**config.mk**
```make
export PLATFORM = sky130hd
export DESIGN_NAME = stopwatch_ctrl
export DESIGN_NICKNAME = d
export VERILOG_FILES = /design/src/rtl/stopwatch_ctrl.sv
export SDC_FILE = /design/constraint.sdc
export NUM_CORES = 1
export LEC_CHECK = 0
export ABC_AREA = 1
export ABC_CLOCK_PERIOD_IN_PS = 2050
export BUFFER_PORTS_ARGS = -buffer_cell sky130_fd_sc_hd__buf_2
export CAP_MARGIN = 30
export CELL_PAD_IN_SITES_DETAIL_PLACEMENT = 0
export CELL_PAD_IN_SITES_GLOBAL_PLACEMENT = 1
export CORE_MARGIN = 3
export CORE_UTILIZATION = 36
export DETAILED_ROUTE_END_ITERATION = 10
export HOLD_SLACK_MARGIN = 0.03
export PLACE_DENSITY = 0.74
export SETUP_SLACK_MARGIN = 0.4
export SLEW_MARGIN = 20
export SYNTH_ARGS = -nofsm -noshare
export SYNTH_HDL_FRONTEND = slang
export SYNTH_SLANG_ARGS = --single-unit
```
**constraint.sdc**
```tcl
create_clock -name CLOCK_50 -period 2.05 [get_ports CLOCK_50]
set_clock_uncertainty 0.15 [all_clocks]
set_input_delay 0.1025 -clock CLOCK_50 [delete_from_list [all_inputs] [get_ports CLOCK_50]]
set_output_delay 0.1025 -clock CLOCK_50 [all_outputs]
set_load 0.01 [all_outputs]
```
**src/rtl/stopwatch_ctrl.sv**
```systemverilog
// -----------------------------------------------------------------------------
// stopwatch_ctrl
//   Run/pause/clear controller and timebase for a 4-digit BCD seconds counter.
//   A prescaler divides CLOCK_50 into a one-cycle tick. Each tick advances a
//   4-digit BCD count (0000-9999). An IDLE/RUN/PAUSE/DONE state machine,
//   driven by start/stop/clear pulses, sequences the count. The count stops
//   when it reaches a BCD limit selected on switches.
//
// Ports
//   CLOCK_50  in   1   sole clock, rising edge
//   reset     in   1   synchronous, active-high reset
//   start     in   1   one-cycle start pulse
//   stop      in   1   one-cycle stop pulse
//   clear     in   1   one-cycle clear pulse
//   limit     in   16  BCD stop value {d3,d2,d1,d0}; 16'h0000 = no limit
//   bcd       out  16  registered BCD count {d3,d2,d1,d0}
//   running   out  1   registered, high while in RUN
//   done      out  1   registered, high while in DONE
//   tick      out  1   registered one-cycle pulse on each counted second
// -----------------------------------------------------------------------------
module stopwatch_ctrl #(
   parameter int unsigned TICK_DIV = 50000000,
   parameter int unsigned TICK_W   = 26
) (
   input  logic        CLOCK_50,
   input  logic        reset,
   input  logic        start,
   input  logic        stop,
   input  logic        clear,
   input  logic [15:0] limit,
   output logic [15:0] bcd,
   output logic        running,
   output logic        done,
   output logic        tick
);

   typedef enum logic [1:0] {
      ST_IDLE  = 2'd0,
      ST_RUN   = 2'd1,
      ST_PAUSE = 2'd2,
      ST_DONE  = 2'd3
   } state_t;

   localparam logic [TICK_W-1:0] PRESC_LAST = TICK_W'(TICK_DIV - 32'd1);
   localparam logic [TICK_W-1:0] PRESC_ONE  = TICK_W'(32'd1);
   localparam logic [TICK_W-1:0] PRESC_ZERO = TICK_W'(32'd0);

   // Ripple-carry BCD increment; 9999 wraps to 0000.
   function automatic logic [15:0] bcd_inc(input logic [15:0] v);
      logic [15:0] r;
      logic        carry;
      r     = v;
      carry = 1'b1;
      for (int i = 0; i < 4; i++) begin
         if (carry) begin
            if (v[4*i +: 4] == 4'd9) begin
               r[4*i +: 4] = 4'd0;
               carry       = 1'b1;
            end else begin
               r[4*i +: 4] = v[4*i +: 4] + 4'd1;
               carry       = 1'b0;
            end
         end else begin
            r[4*i +: 4] = v[4*i +: 4];
         end
      end
      return r;
   endfunction

   // A limit is usable only when non-zero and every nibble is a decimal
   // digit. Any other value can never be matched by the count.
   function automatic logic limit_ok(input logic [15:0] v);
      logic ok;
      ok = (v != 16'h0000);
      for (int i = 0; i < 4; i++) begin
         if (v[4*i +: 4] > 4'd9) begin
            ok = 1'b0;
         end else begin
            ok = ok;
         end
      end
      return ok;
   endfunction

   state_t            state_r;
   state_t            state_nx_s;
   logic [TICK_W-1:0] presc_r;
   logic [TICK_W-1:0] presc_nx_s;
   logic [15:0]       bcd_r;
   logic [15:0]       bcd_nx_s;
   logic [15:0]       bcd_inc_s;
   logic              tick_nx_s;
   logic              wrap_s;
   logic              hit_s;

   assign bcd_inc_s = bcd_inc(bcd_r);
   assign wrap_s    = (state_r == ST_RUN) && (presc_r == PRESC_LAST);
   assign hit_s     = wrap_s && limit_ok(limit) && (bcd_inc_s == limit);
   assign bcd       = bcd_r;

   // Next-state, prescaler, count and tick decisions.
   always_comb begin
      state_nx_s = state_r;
      presc_nx_s = presc_r;
      bcd_nx_s   = bcd_r;
      tick_nx_s  = 1'b0;
      case (state_r)
         ST_IDLE: begin
            presc_nx_s = PRESC_ZERO;
            bcd_nx_s   = 16'h0000;
            // stop outranks start even though it has no effect here
            if (clear || stop) begin
               state_nx_s = ST_IDLE;
            end else if (start) begin
               state_nx_s = ST_RUN;
            end else begin
               state_nx_s = ST_IDLE;
            end
         end
         ST_RUN: begin
            if (clear) begin
               state_nx_s = ST_IDLE;
               presc_nx_s = PRESC_ZERO;
               bcd_nx_s   = 16'h0000;
            end else begin
               // The count still advances on a stop edge; the pause follows.
               if (wrap_s) begin
                  presc_nx_s = PRESC_ZERO;
                  bcd_nx_s   = bcd_inc_s;
                  tick_nx_s  = 1'b1;
               end else begin
                  presc_nx_s = presc_r + PRESC_ONE;
               end
               if (hit_s) begin
                  state_nx_s = ST_DONE;
               end else if (stop) begin
                  state_nx_s = ST_PAUSE;
               end else begin
                  state_nx_s = ST_RUN;
               end
            end
         end
         ST_PAUSE: begin
            // The prescaler holds, so the fractional second survives a pause.
            if (clear) begin
               state_nx_s = ST_IDLE;
               presc_nx_s = PRESC_ZERO;
               bcd_nx_s   = 16'h0000;
            end else if (stop) begin
               state_nx_s = ST_PAUSE;
            end else if (start) begin
               state_nx_s = ST_RUN;
            end else begin
               state_nx_s = ST_PAUSE;
            end
         end
         ST_DONE: begin
            if (clear) begin
               state_nx_s = ST_IDLE;
               presc_nx_s = PRESC_ZERO;
               bcd_nx_s   = 16'h0000;
            end else begin
               state_nx_s = ST_DONE;
            end
         end
         default: begin
            state_nx_s = ST_IDLE;
            presc_nx_s = PRESC_ZERO;
            bcd_nx_s   = 16'h0000;
         end
      endcase
   end

   // State, prescaler and registered outputs.
   always_ff @(posedge CLOCK_50) begin
      if (reset) begin
         state_r <= ST_IDLE;
         presc_r <= PRESC_ZERO;
         bcd_r   <= 16'h0000;
         running <= 1'b0;
         done    <= 1'b0;
         tick    <= 1'b0;
      end else begin
         state_r <= state_nx_s;
         presc_r <= presc_nx_s;
         bcd_r   <= bcd_nx_s;
         running <= (state_nx_s == ST_RUN);
         done    <= (state_nx_s == ST_DONE);
         tick    <= tick_nx_s;
      end
   end

endmodule

```
### After elaboration in Yosys (flattened, before gate mapping)

Index checks and enable logic that the tools add are counted.

| word-level totals | value |
|---|---|
| bits in registers | 47 |
| output and inout bits | 19 |
| input bits | 21 |

| operators by class | value |
|---|---|
| reductions and logical operators | 9 |
| order comparisons | 4 |
| bitwise logic cells | 1 |
| mux-type cells | 35 |
| equality and inequality tests | 13 |
| add/subtract/negate cells | 5 |

Operator list:

| kind | number |
|---|---|
| $mux 26 | 3 |
| $pmux 26 s3 | 1 |
| $mux 16 | 3 |
| $pmux 16 s3 | 1 |
| $mux 4 | 7 |
| $add 26x1->26 const B | 1 |
| $eq 26x26->1 const B | 1 |
| $add 4x1->4 const B | 4 |
| $eq 16x16->1 | 1 |
| $eq 4x4->1 const B | 4 |
| $gt 4x4->1 const B | 4 |
| $reduce_bool 16->1 | 1 |
| $mux 2 | 7 |
| $mux 1 | 12 |
| $pmux 2 s4 | 1 |
| $eq 2x2->1 const B | 3 |
| $eq 2x1->1 const B | 2 |
| $logic_and 1x1->1 | 3 |
| $ne 3x3->1 const B | 1 |
| $reduce_or 3->1 | 1 |
| $logic_not 2->1 | 1 |
| $ne 2x1->1 const B | 1 |
| $reduce_and 2->1 | 1 |
| $reduce_or 2->1 | 1 |
| other kinds (2) | 2 |

### Longest topological paths before layout

Gate-level depths: netlist of the first run.

| depth | value |
|---|---|
| word-level depth | 11 |
| depth in mapped cells | 18 |
| gate-level depth less buffers | 18 |

### Worst setup path after synthesis of the first run

Ideal clock, no wire load.

| timing | value |
|---|---|
| path type | register to register |
| start point | reg bcd_r[4], in the netlist bcd[4] |
| end point | reg done |
| buffers on the path | 0 |
| library setup time | 64 ps |
| arrival | 1,867 ps |
| cell stages (with the launch flop) | 18 |
| path slack | -31 ps |
| cells stage by stage | dfxtp_1 -> ha_1 -> nand2_1 -> nor2_2 -> nand2_1 -> nand2_2 -> nand3_1 -> nand2_1 -> nand2_1 -> nor2_1 -> nand2_1 -> nor2_1 -> nand2_1 -> nand2_1 -> nand2_1 -> nand2_1 -> inv_1 -> nor2_1 |

| on the way | value |
|---|---|
| longest elaborated chain between the ends | 11 |
| elaborated cells between the ends (all ways) | 15 |

RTL lines:

| what | RTL line | source |
|---|---|---|
| start: declaration | 89 | `logic [15:0] bcd_r;` |
| start signal: assignment | 186 | `bcd_r <= bcd_nx_s;` |
| $eq 4x4->1 | 56 | `if (v[4*i +: 4] == 4'd9) begin` |
| $mux 1 | 56 |  |
| $mux 1 (2 in a row) | 55 | `if (carry) begin` |
| $mux 4 | 55 |  |
| $eq 16x16->1 (*) | 98 | `assign hit_s = wrap_s && limit_ok(limit) && (bcd_inc_s == limit);` |
| $logic_and 1x1->1 (*) | 98 |  |
| $mux 2 (*) | 134 | `if (hit_s) begin` |
| $mux 2 (*) | 121 | `if (clear) begin` |
| $pmux 2 s4 (*) | 107 | `case (state_r)` |
| $eq 2x2->1 (*) | 188 | `done <= (state_nx_s == ST_DONE);` |
| end signal: assignment | 188 |  |
| end: declaration | 33 | `output logic done,` |

Every way passes the cells marked *; elsewhere a longest branch is shown, timed or not.
A chain may end at the register's enable or synchronous reset.

### Worst setup path in the final report of the first run

| timing | value |
|---|---|
| start point | reg bcd_r[5], in the netlist bcd[5] |
| end point | reg done |

The elaborated chain is that of the path after synthesis.

==> reports/results.txt, run 1 <==
worst setup path startpoint: bcd[5]$_SDFFE_PP0P_
most used cells in the layout excluding fill and tap cells: nand2_1 (125), inv_1 (54), buf_4 (50)
flip-flop and latch count after synthesis: 47
crit path max-delay cell type: dfxtp_4
depth of the CTS H-tree: 2
count of pins over their slew limit: 0
wire length per cell: 14.18 microns
maximum number of pins on one net before global-route repair: 15
actual slew at the worst max-slew pin: 443.5 ps
placement-stage worst setup slack: -111.2 ps
Worst EP arrival: 2200 ps
total gr overflow: 0
maximum vdd drop: 0.2279 mV
total clock sinks: 47
Post-layout nets: 617
routability cong.: 0.8204
Hold/Removal Path Class: primary input to register
via count of the first global-routing pass: 3329
worst rel slew slack: 70.34%
Post-DP Area: 3761 sq um
smallest setup slack after layout: -54.68 ps
DRC violations left: 0
post-detail-place hpwl: 6509 microns
Pint: 1.322 mW
initial cell density of the core: 38.02%
maximum count of clock buffers along a single path: 2
Core Rows: 32
capturing element type of the critical path: register
synth warn: 0
leakage power: 2.102 nW
Inserted Clock Buffers: 5
proportion of layout cells with a drive suffix above 1: 41.19%
unrepaired setup endpoints after global routing: yes
die footprint: 9506 sq um
routed wire length: 9810 microns
violations in the final reports: setup timing
Synthesized Nets: 507
post-synthesis instance area: 3014 sq um
Setup Crit Path Kind: register to register
antenna fix cells: 0
Port Buffers: 39
final antenna-violating net count: 0
sequential cell area fraction in the yosys report: 31.22%
Ports: 40
GRT Total Usage: 20.54%
final hold violation count: 0
Switching Fraction: 26.54%
root cell of the clock tree: clkbuf_8
sw power: 0.4777 mW
post-route fraction of the period consumed by the critical path: 102.7%
maximum fanout along the worst path: 6
CP peak stage delay: 360 ps
status: finished with violations
critical path data required time: 2150 ps
final instance area: 4861 sq um
P&R area growth vs syn: 61.27%
combinational share of power: 13.1%
floorplan die width: 97.50 microns
Worst Min Path Start: start
Period minus WS final: 2105 ps
per-cell via count in the routed design: 4.867
die extent in y: 97.50 microns
Starting DRT DRC Count: 59
fmax: 0.4751 GHz
clock-pin slew on the worst setup and hold paths: 100 ps
Pwr per Cell Area: 370.3 nW/um^2
MaxCap Viol Count: 0
total of endpoints with negative setup slack in the final report: 3
share of total power in the clock network: 36.2%
Syn Inst Count: 479
synthesized area per cell: 6.293 sq um
Most common cell on crit path: nand2_1
distinct cell type count of the synthesized netlist: 36
clk_lat worst skew: 310 ps
Via Count: 3368
leading cell type in the layout, fill and taps excluded: nand2_1
antenna violations before repair: 0
startpoint type of the worst setup path: register
launch point of the worst reg-to-reg path: bcd[5]$_SDFFE_PP0P_
worst hold margin: 72.56 ps
drt pass-1 iters: 4
share of power burned in registers: 50.6%
TritonCTS clock tree: yes
global-route wire length before repair: 15950 microns
chain of cells forming the critical path: inv_4, ha_4, nand3_1, nor2_4, nand3b_1, nand3_1, nand2_1, nor2_2, nand2_1, nor2_1, nand2_1, nand2_1, nand2_1, nand2_2, inv_2, nor2_1
Std-Cell Core Area: 7928 sq um
final setup TNS: -97.63 ps
post-layout utilization of the core: 61.32%
## metal layers
metal | wire length, microns | GRT usage, % | vias up
met1 | 4128 | 23.75 | 1533
li1 | - | - | 1776
met5 | 0 | 0 | -
met3 | 290 | 3.015 | 13
met4 | 205 | 6.603 | 0
met2 | 5186 | 38.43 | 46
## flip-flops by register name, summed over array words and instances, names as in the netlist
signal and cells:
presc_r 26, bcd 16, state_r 2, done 1
running 1, tick 1
## kinds of logic (layout without fill, tap and decap cells)
group                      count (synthesis)  after routing  share of synthesized area (%)
buffers and inverters                     75            186                          9.755
xor gates and xnor gates                  13             13                          3.778
AOI/OAI and AO/OA                         49             49                          10.63
adders and majority gates                  7              7                          2.906
and+or+nand+nor                          288            288                          41.72
DFF                                       47             47                          31.22
## cell type report
| class | instances | area, sq um |
|---|---|---|
| clock inverters | 1 | 7.507 |
| multi-input cells | 357 | 2366 |
| repair buffers | 112 | 1008 |
| well taps | 102 | 127.6 |
| flip-flops and latches | 47 | 983.4 |
| fillers | 705 | 3067 |
| clock buffers | 7 | 96.34 |
| inverters | 66 | 271.5 |
## worst paths after layout
check                            endpoint  slack (ps)  cells past startpoint
setup / recovery          done$_SDFF_PP0_         -50                     16
hold / removal         running$_SDFF_PP0_          70                      5
setup reg to reg          done$_SDFF_PP0_         -50                     16
hold reg to reg   presc_r[7]$_SDFFE_PP0P_         370                      2
## synth_stat cells, drive strengths merged
master	count	area share (%)
nand2	148	19
nor2	68	9.5
inv	65	8.1
dfxtp	47	31
nand3	40	7.1
a21oi	17	2.8
nor3	15	2.5
o32ai	13	3.8
o21ai	10	1.8
xor2	9	2.6
ha	7	2.9
buf	5	1.0
nand4	5	1.0
clkbuf	4	0.50
xnor2	4	1.2
nand3b	3	0.75
nor3b	3	0.75
a211oi	2	0.50
nor4	2	0.42
o211ai	2	0.50
o31ai	2	0.50
or2	2	0.42
a221oi	1	0.29
a31oi	1	0.21
and3	1	0.21
clkinv	1	0.12
nor4b	1	0.29
o21a	1	0.25
## power by group through the flow
stage	combinational (mW)	clock (mW)	sequential, mW
finish	0.236	0.652	0.912
global route	0.257	0.705	0.913
CTS	0.220	0.677	0.913
detailed placement	0.155	0	0.942
global placement	0.154	0	0.942
floorplan	0.0895	0	0.944
## metrics by stage
step	instances	power, mW
after detailed placement	643	1.097
after global placement	643	1.096
after global routing	692	1.875
after floorplan	479	1.033
final	692	1.800
after CTS	686	1.811
## timing repair
item	in CTS	in global routing
buffers inserted	24	6
gates resized for setup	79	44
hold buffers	4	0
setup endpoints to repair	45	45
endpoints found under the hold margin	13	0
pin swaps	21	19
cloned	7	0
## critical path, delay by kind of cell, from the launching register on
family	cells	cell delay, ps
and+or+nand+nor	13	1300
DFF	1	360
adders and majority gates	1	130
buffers and inverters	2	90
Power figures use the tool's default switching activity.
==> run 2: changes to the inputs <==
--- a/config.mk
+++ b/config.mk
@@ -9,13 +9,11 @@
 export ABC_CLOCK_PERIOD_IN_PS = 2050
 export BUFFER_PORTS_ARGS = -buffer_cell sky130_fd_sc_hd__buf_2
 export CAP_MARGIN = 30
-export CELL_PAD_IN_SITES_DETAIL_PLACEMENT = 0
-export CELL_PAD_IN_SITES_GLOBAL_PLACEMENT = 1
 export CORE_MARGIN = 3
-export CORE_UTILIZATION = 36
+export CORE_UTILIZATION = 45
 export DETAILED_ROUTE_END_ITERATION = 10
 export HOLD_SLACK_MARGIN = 0.03
-export PLACE_DENSITY = 0.74
+export PLACE_DENSITY = 0.66
 export SETUP_SLACK_MARGIN = 0.4
 export SLEW_MARGIN = 20
 export SYNTH_ARGS = -nofsm -noshare
==> reports/results.txt, run 2 (synthesis results as in run 1) <==
share of total power in the clock network: 36.1% (about the same)
Post-layout nets: 620 (+0.49%)
actual slew at the worst max-slew pin: 439.3 ps (-4.130 ps)
proportion of layout cells with a drive suffix above 1: 42.91% (+1.7 points)
final antenna-violating net count: 0 (unchanged)
DRC violations left: 0 (unchanged)
Via Count: 3577 (+6.2%)
post-route fraction of the period consumed by the critical path: 103.9% (+1.3 points)
final setup TNS: -130.1 ps (-32.47 ps)
post-route total power: 1.760 mW (-2.2%)
critical path data required time: 2120 ps (-30 ps)
status: finished with violations
total of endpoints with negative setup slack in the final report: 4 (+1)
capturing element type of the critical path: register
drt pass-1 iters: 4 (unchanged)
Core Rows: 29 (-9.4%)
floorplan die width: 87.84 microns (-9.9%)
Starting DRT DRC Count: 180 (+210%)
Pint: 1.307 mW (-1.1%)
per-cell via count in the routed design: 5.347 (+9.9%)
maximum vdd drop: 0.3852 mV (+69%)
share of power burned in registers: 52.2% (+1.6 points)
Hold/Removal Path Class: primary input to register
Ports: 40 (unchanged)
Seq. cell area: 977.2 sq um (-0.64%)
unrepaired setup endpoints after global routing: yes
clock-pin slew on the worst setup and hold paths: 90 ps (about the same)
MaxCap Viol Count: 0 (unchanged)
violations in the final reports: setup timing
root cell of the clock tree: clkbuf_8
largest reg by FF count: presc_r
global-route wire length before repair: 14240 microns (-11%)
routed wire length: 10130 microns (+3.3%)
count of pins over their slew limit: 0 (unchanged)
maximum count of clock buffers along a single path: 2 (unchanged)
depth of the CTS H-tree: 2 (unchanged)
most used cells in the layout excluding fill and tap cells: nand2_1 (122), inv_1 (54), buf_4 (53)
die footprint: 7716 sq um (-19%)
die extent in y: 87.84 microns (-9.9%)
Inserted Clock Buffers: 5 (unchanged)
Layout fillers: 477 (-32%)
P&R area growth vs syn: 56.91%
sw power: 0.4524 mW (-5.3%)
total gr overflow: 0 (unchanged)
clk_lat worst skew: 300 ps (about the same)
Setup Crit Path Kind: register to register
Period minus WS final: 2131 ps (+26.29 ps)
antenna fix cells: 0 (unchanged)
routability cong.: 0.8768 (+6.9%)
Std-Cell Core Area: 6422 sq um (-19%)
TritonCTS clock tree: yes
antenna violations before repair: 0 (unchanged)
Switching Fraction: 25.71% (-0.83 points)
startpoint type of the worst setup path: register
total clock sinks: 47 (unchanged)
initial cell density of the core: 46.93% (+8.9 points)
GRT Total Usage: 23.33% (+2.8 points)
Worst EP arrival: 2200 ps (about the same)
maximum number of pins on one net before global-route repair: 21 (+6)
worst rel slew slack: 70.68% (+0.34 points)
maximum fanout along the worst path: 6 (unchanged)
Pwr per Cell Area: 372.1 nW/um^2 (+0.47%)
leakage power: 2.069 nW (-1.6%)
fmax: 0.4693 GHz (-1.2%)
number of flip-flops under the largest register name: 26 (unchanged)
wire length per cell: 15.14 microns (+6.8%)
combinational share of power: 11.7% (-1.4 points)
via count of the first global-routing pass: 3187 (-4.3%)
leading cell type in the layout, fill and taps excluded: nand2_1
area of combinational cells with multiple inputs: 2384 sq um (+0.74%)
final hold violation count: 0 (unchanged)
post-detail-place hpwl: 6137 microns (-5.7%)
Port Buffers: 39 (unchanged)
smallest setup slack after layout: -80.97 ps (-26.29 ps)
[run 2: final cells by class]
class / instances / share of cell area [%]
Tap cell: 77 / 2.037
Sequential cell: 47 / 20.66
Multi-Input combinational cell: 357 / 50.40
Inverter: 66 / 5.476
Timing Repair Buffer: 115 / 19.37
Clock buffer: 7 / 2.063
[run 2: final timing paths]
kind / slack [ps] / end / from / cells after the start
setup / recovery: -80 / bcd[12]$_SDFFE_PP0P_ / bcd[5]$_SDFFE_PP0P_ / 12
hold / removal: 70 / presc_r[6]$_SDFFE_PP0P_ / clear / 4
setup reg to reg: -80 / bcd[12]$_SDFFE_PP0P_ / bcd[5]$_SDFFE_PP0P_ / 12
hold reg to reg: 310 / presc_r[13]$_SDFFE_PP0P_ / presc_r[13]$_SDFFE_PP0P_ / 1
[run 2: through the flow]
| step | worst slack (ps) | util (%) | std cells | hold WS (ps) | area, sq um |
|---|---|---|---|---|---|
| after floorplan | 185.9 | - | 479 | 31.01 | 3229 |
| after global placement | 44.59 | 57.76 | 617 | 246.0 | 3710 |
| after detailed placement | -7.807 | 57.76 | 617 | 246.2 | 3710 |
| after CTS | 21.08 | 65.58 | 652 | 71.08 | 4212 |
| after global routing | -206.3 | 73.64 | 669 | 93.84 | 4730 |
| final | -80.97 | 73.64 | 669 | 73.49 | 4730 |
[run 2: routing by layer]
layer  up-vias  global-route usage, %  share of wire (%)
met5         -                      0                  0
met2       119                  41.03                 51
met1      1647                  28.00                 41
li1       1780                      -                  -
met3        31                  3.575                5.1
met4         0                  10.18                3.2
[run 2: worst max-delay path: stages, from the launching register on]
cell and delay [ps]:
dfxtp_4 360, inv_4 50, ha_4 140, nand2_4 50
nor2_4 180, nand3_4 150, nand2_1 140, nand2_2 70
buf_4 130, buf_4 130, buf_4 120, buf_4 120
o32ai_1 250
[run 2: timing repair]
item                                    CTS  global route
hold buffers                              5             0
buffers inserted                         22            14
pin swaps                                16            24
gates cloned                              1             3
gates resized for setup                  41            93
endpoints found under the hold margin    10             0
endpoints found under the setup margin   43            46
[run 2: power by group through the flow]
stage / logic (mW) / registers [mW] / clock network, mW
after floorplan: 0.0895 / 0.944 / 0
after global placement: 0.151 / 0.942 / 0
after detailed placement: 0.152 / 0.943 / 0
after CTS: 0.173 / 0.918 / 0.641
after global routing: 0.223 / 0.920 / 0.683
final: 0.206 / 0.919 / 0.635
==> run 3: changes to the inputs <==
--- a/config.mk
+++ b/config.mk
@@ -7,13 +7,13 @@
 export LEC_CHECK = 0
 export ABC_AREA = 1
 export ABC_CLOCK_PERIOD_IN_PS = 2050
-export BUFFER_PORTS_ARGS = -buffer_cell sky130_fd_sc_hd__buf_2
 export CAP_MARGIN = 30
 export CORE_MARGIN = 3
 export CORE_UTILIZATION = 45
 export DETAILED_ROUTE_END_ITERATION = 10
+export DONT_BUFFER_PORTS = 1
 export HOLD_SLACK_MARGIN = 0.03
-export PLACE_DENSITY = 0.66
+export PLACE_DENSITY = 0.61
 export SETUP_SLACK_MARGIN = 0.4
 export SLEW_MARGIN = 20
 export SYNTH_ARGS = -nofsm -noshare
==> reports/results.txt, run 3 (synthesis results as in run 1) <==
status: finished with violations
violations in the final reports: hold timing, setup timing
final setup TNS: -315.1 ps (-185.0 ps)
unrepaired setup endpoints after global routing: yes
worst hold margin: -301.6 ps (-375.1 ps)
floorplan die width: 87.84 microns (unchanged)
CP peak stage delay: 360 ps (about the same)
share of total power in the clock network: 35.2% (-0.9 points)
maximum fanout along the worst path: 5 (-1)
Pwr per Cell Area: 362.9 nW/um^2 (-2.5%)
die footprint: 7716 sq um (unchanged)
number of flip-flops under the largest register name: 26 (unchanged)
clk_lat worst skew: 300 ps (about the same)
Post-layout nets: 595 (-4.0%)
via count of the first global-routing pass: 3339 (+4.8%)
post-route fraction of the period consumed by the critical path: 104.3% (+0.37 points)
hold-fix buffer count after cts: 1 (-4)
Worst EP arrival: 2230 ps (+30 ps)
total of endpoints with negative setup slack in the final report: 6 (+2)
Starting DRT DRC Count: 168 (-6.7%)
total gr overflow: 0 (unchanged)
global-route wire length before repair: 15600 microns (+9.5%)
root cell of the clock tree: clkbuf_8
maximum count of clock buffers along a single path: 2 (unchanged)
kind of cell adding the most delay to the critical path: simple AND/OR/NAND/NOR gates
wire length per cell: 14.92 microns (-1.5%)
Pint: 1.271 mW (-2.8%)
largest reg by FF count: presc_r
Period minus WS final: 2139 ps (+7.558 ps)
actual slew at the worst max-slew pin: 437.4 ps (-1.978 ps)
sw power: 0.4278 mW (-5.4%)
TritonCTS clock tree: yes
routed wire length: 9623 microns (-5.0%)
final hold violation count: 13 (+13)
maximum number of pins on one net before global-route repair: 15 (-29%)
Buf+Inv Stages, Crit Path: 2 (-3)
capturing element type of the critical path: register
clock-pin slew on the worst setup and hold paths: 90 ps (about the same)
depth of the CTS H-tree: 2 (unchanged)
P&R area growth vs syn: 55.29%
Post-DP Area: 3615 sq um (-2.6%)
proportion of layout cells with a drive suffix above 1: 41.37% (-1.5 points)
count of pins over their slew limit: 0 (unchanged)
critical path data required time: 2140 ps (+20 ps)
leading cell type in the layout, fill and taps excluded: nand2_1
Ports: 40 (unchanged)
Layout fillers: 509 (+6.7%)
routability cong.: 0.8620 (-1.7%)
Std-Cell Core Area: 6422 sq um (unchanged)
total clock sinks: 47 (unchanged)
die extent in y: 87.84 microns (unchanged)
Setup Crit Path Kind: register to register
drt pass-1 iters: 4 (unchanged)
initial cell density of the core: 46.93% (unchanged)
crit path max-delay cell type: dfxtp_4
worst rel slew slack: 70.81% (+0.13 points)
Core Rows: 29 (unchanged)
antenna fix cells: 0 (unchanged)
post-layout utilization of the core: 72.88% (-0.76 points)
final instance area: 4681 sq um (-1.0%)
leakage power: 1.941 nW (-6.2%)
share of power burned in registers: 54.2% (+2.0 points)
Inserted Clock Buffers: 5 (unchanged)
fmax: 0.4676 GHz (-0.35%)
Port Buffers: 0 (-100%)
Via Count: 3455 (-3.4%)
maximum vdd drop: 0.3374 mV (-12%)
chain of cells forming the critical path: inv_4, ha_4, nand2_4, nor2_4, buf_4, nand4_1, nand3_1, nand2_1, nor2_2, nand3_2, nor2_2, nand2_2, nand2_1, nand2_1, nand2_1, nand2_2, nor2_1
post-route total power: 1.699 mW (-3.5%)
MaxCap Viol Count: 0 (unchanged)
most used cells in the layout excluding fill and tap cells: nand2_1 (120), buf_4 (68), inv_1 (53)
Switching Fraction: 25.18% (-0.52 points)
Most common cell on crit path: nand2_1
combinational share of power: 10.6% (-1.1 points)
post-detail-place hpwl: 6341 microns (+3.3%)
antenna violations before repair: 0 (unchanged)
DRC violations left: 0 (unchanged)
Hold/Removal Path Class: primary input to register
smallest setup slack after layout: -88.53 ps (-7.558 ps)
startpoint type of the worst setup path: register
GRT Total Usage: 26.05% (+2.7 points)
per-cell via count in the routed design: 5.357 (+0.18%)
final antenna-violating net count: 0 (unchanged)
==> run 3: changes by cell type in the layout (fill, tap and decap cells not counted), moves of 5 or more <==
cell / delta
buf_2: -39
buf_4: +15
dfxtp_1: +5
dfxtp_2: -5
nor3_4: -5
==> run 3: layout make-up <==
| type | instances | area, sq um | share of cell area, % |
|---|---|---|---|
| clock buffers | 7 | 86.33 | 1.844 |
| well taps | 77 | 96.34 | 2.058 |
| clock inverters | 1 | 8.758 | 0.1871 |
| flip-flops and latches | 47 | 970.9 | 20.74 |
| multi-input cells | 357 | 2381 | 50.87 |
| repair buffers | 90 | 880.8 | 18.82 |
| inverters | 66 | 256.5 | 5.480 |
==> run 3: worst register-to-register path, cell delays in order, from the launching register on <==
cell and delay, ps:
dfxtp_4 360, inv_4 60, ha_4 150, nand2_4 50
nor2_4 220, buf_4 160, nand4_1 80, nand3_1 90
nand2_1 70, nor2_2 100, nand3_2 80, nor2_2 120
nand2_2 70, nand2_1 60, nand2_1 40, nand2_1 70
nand2_2 60, nor2_1 90
==> run 3: through the flow <==
step	worst slack, ps	std cells
2_1_floorplan	185.9	479
3_3_place_gp	22.00	593
3_5_place_dp	-50.56	593
4_1_cts	-20.80	642
5_1_grt	-258.6	645
6_report	-88.53	645
==> run 3: worst paths after layout <==
path | startpoint | end | slack (ps) | depth (start not counted)
worst min-delay path | reset | presc_r[1]$_SDFFE_PP0P_ | -300 | 1
worst max register to register | bcd[5]$_SDFFE_PP0P_ | running$_SDFF_PP0_ | -90 | 17
worst max-delay path | bcd[5]$_SDFFE_PP0P_ | running$_SDFF_PP0_ | -90 | 17
worst min register to register | presc_r[5]$_SDFFE_PP0P_ | presc_r[5]$_SDFFE_PP0P_ | 370 | 2
==> run 3: power by group through the flow <==
stage	Combinational (mW)	Clock [mW]	Sequential, mW
finish	0.181	0.598	0.920
global route	0.196	0.640	0.922
CTS	0.177	0.611	0.921
detailed placement	0.113	0	0.944
global placement	0.113	0	0.944
floorplan	0.0895	0	0.944
==> run 3: routing by layer <==
| metal | vias to the layer above | track usage, % | routed length (microns) |
|---|---|---|---|
| met1 | 1613 | 28.80 | 3804 |
| met3 | 31 | 3.951 | 425 |
| met5 | - | 0 | 0 |
| met4 | 0 | 11.44 | 353 |
| li1 | 1728 | - | - |
| met2 | 83 | 48.77 | 5041 |
==> run 3: what timing repair did <==
item                                    4_1_cts  5_1_grt
gates cloned                                  5        0
endpoints found under the setup margin       43       45
hold endpoints to repair                     17       13
resized for setup                           118       16
pin swaps                                    28       13
buffers inserted                             35        3
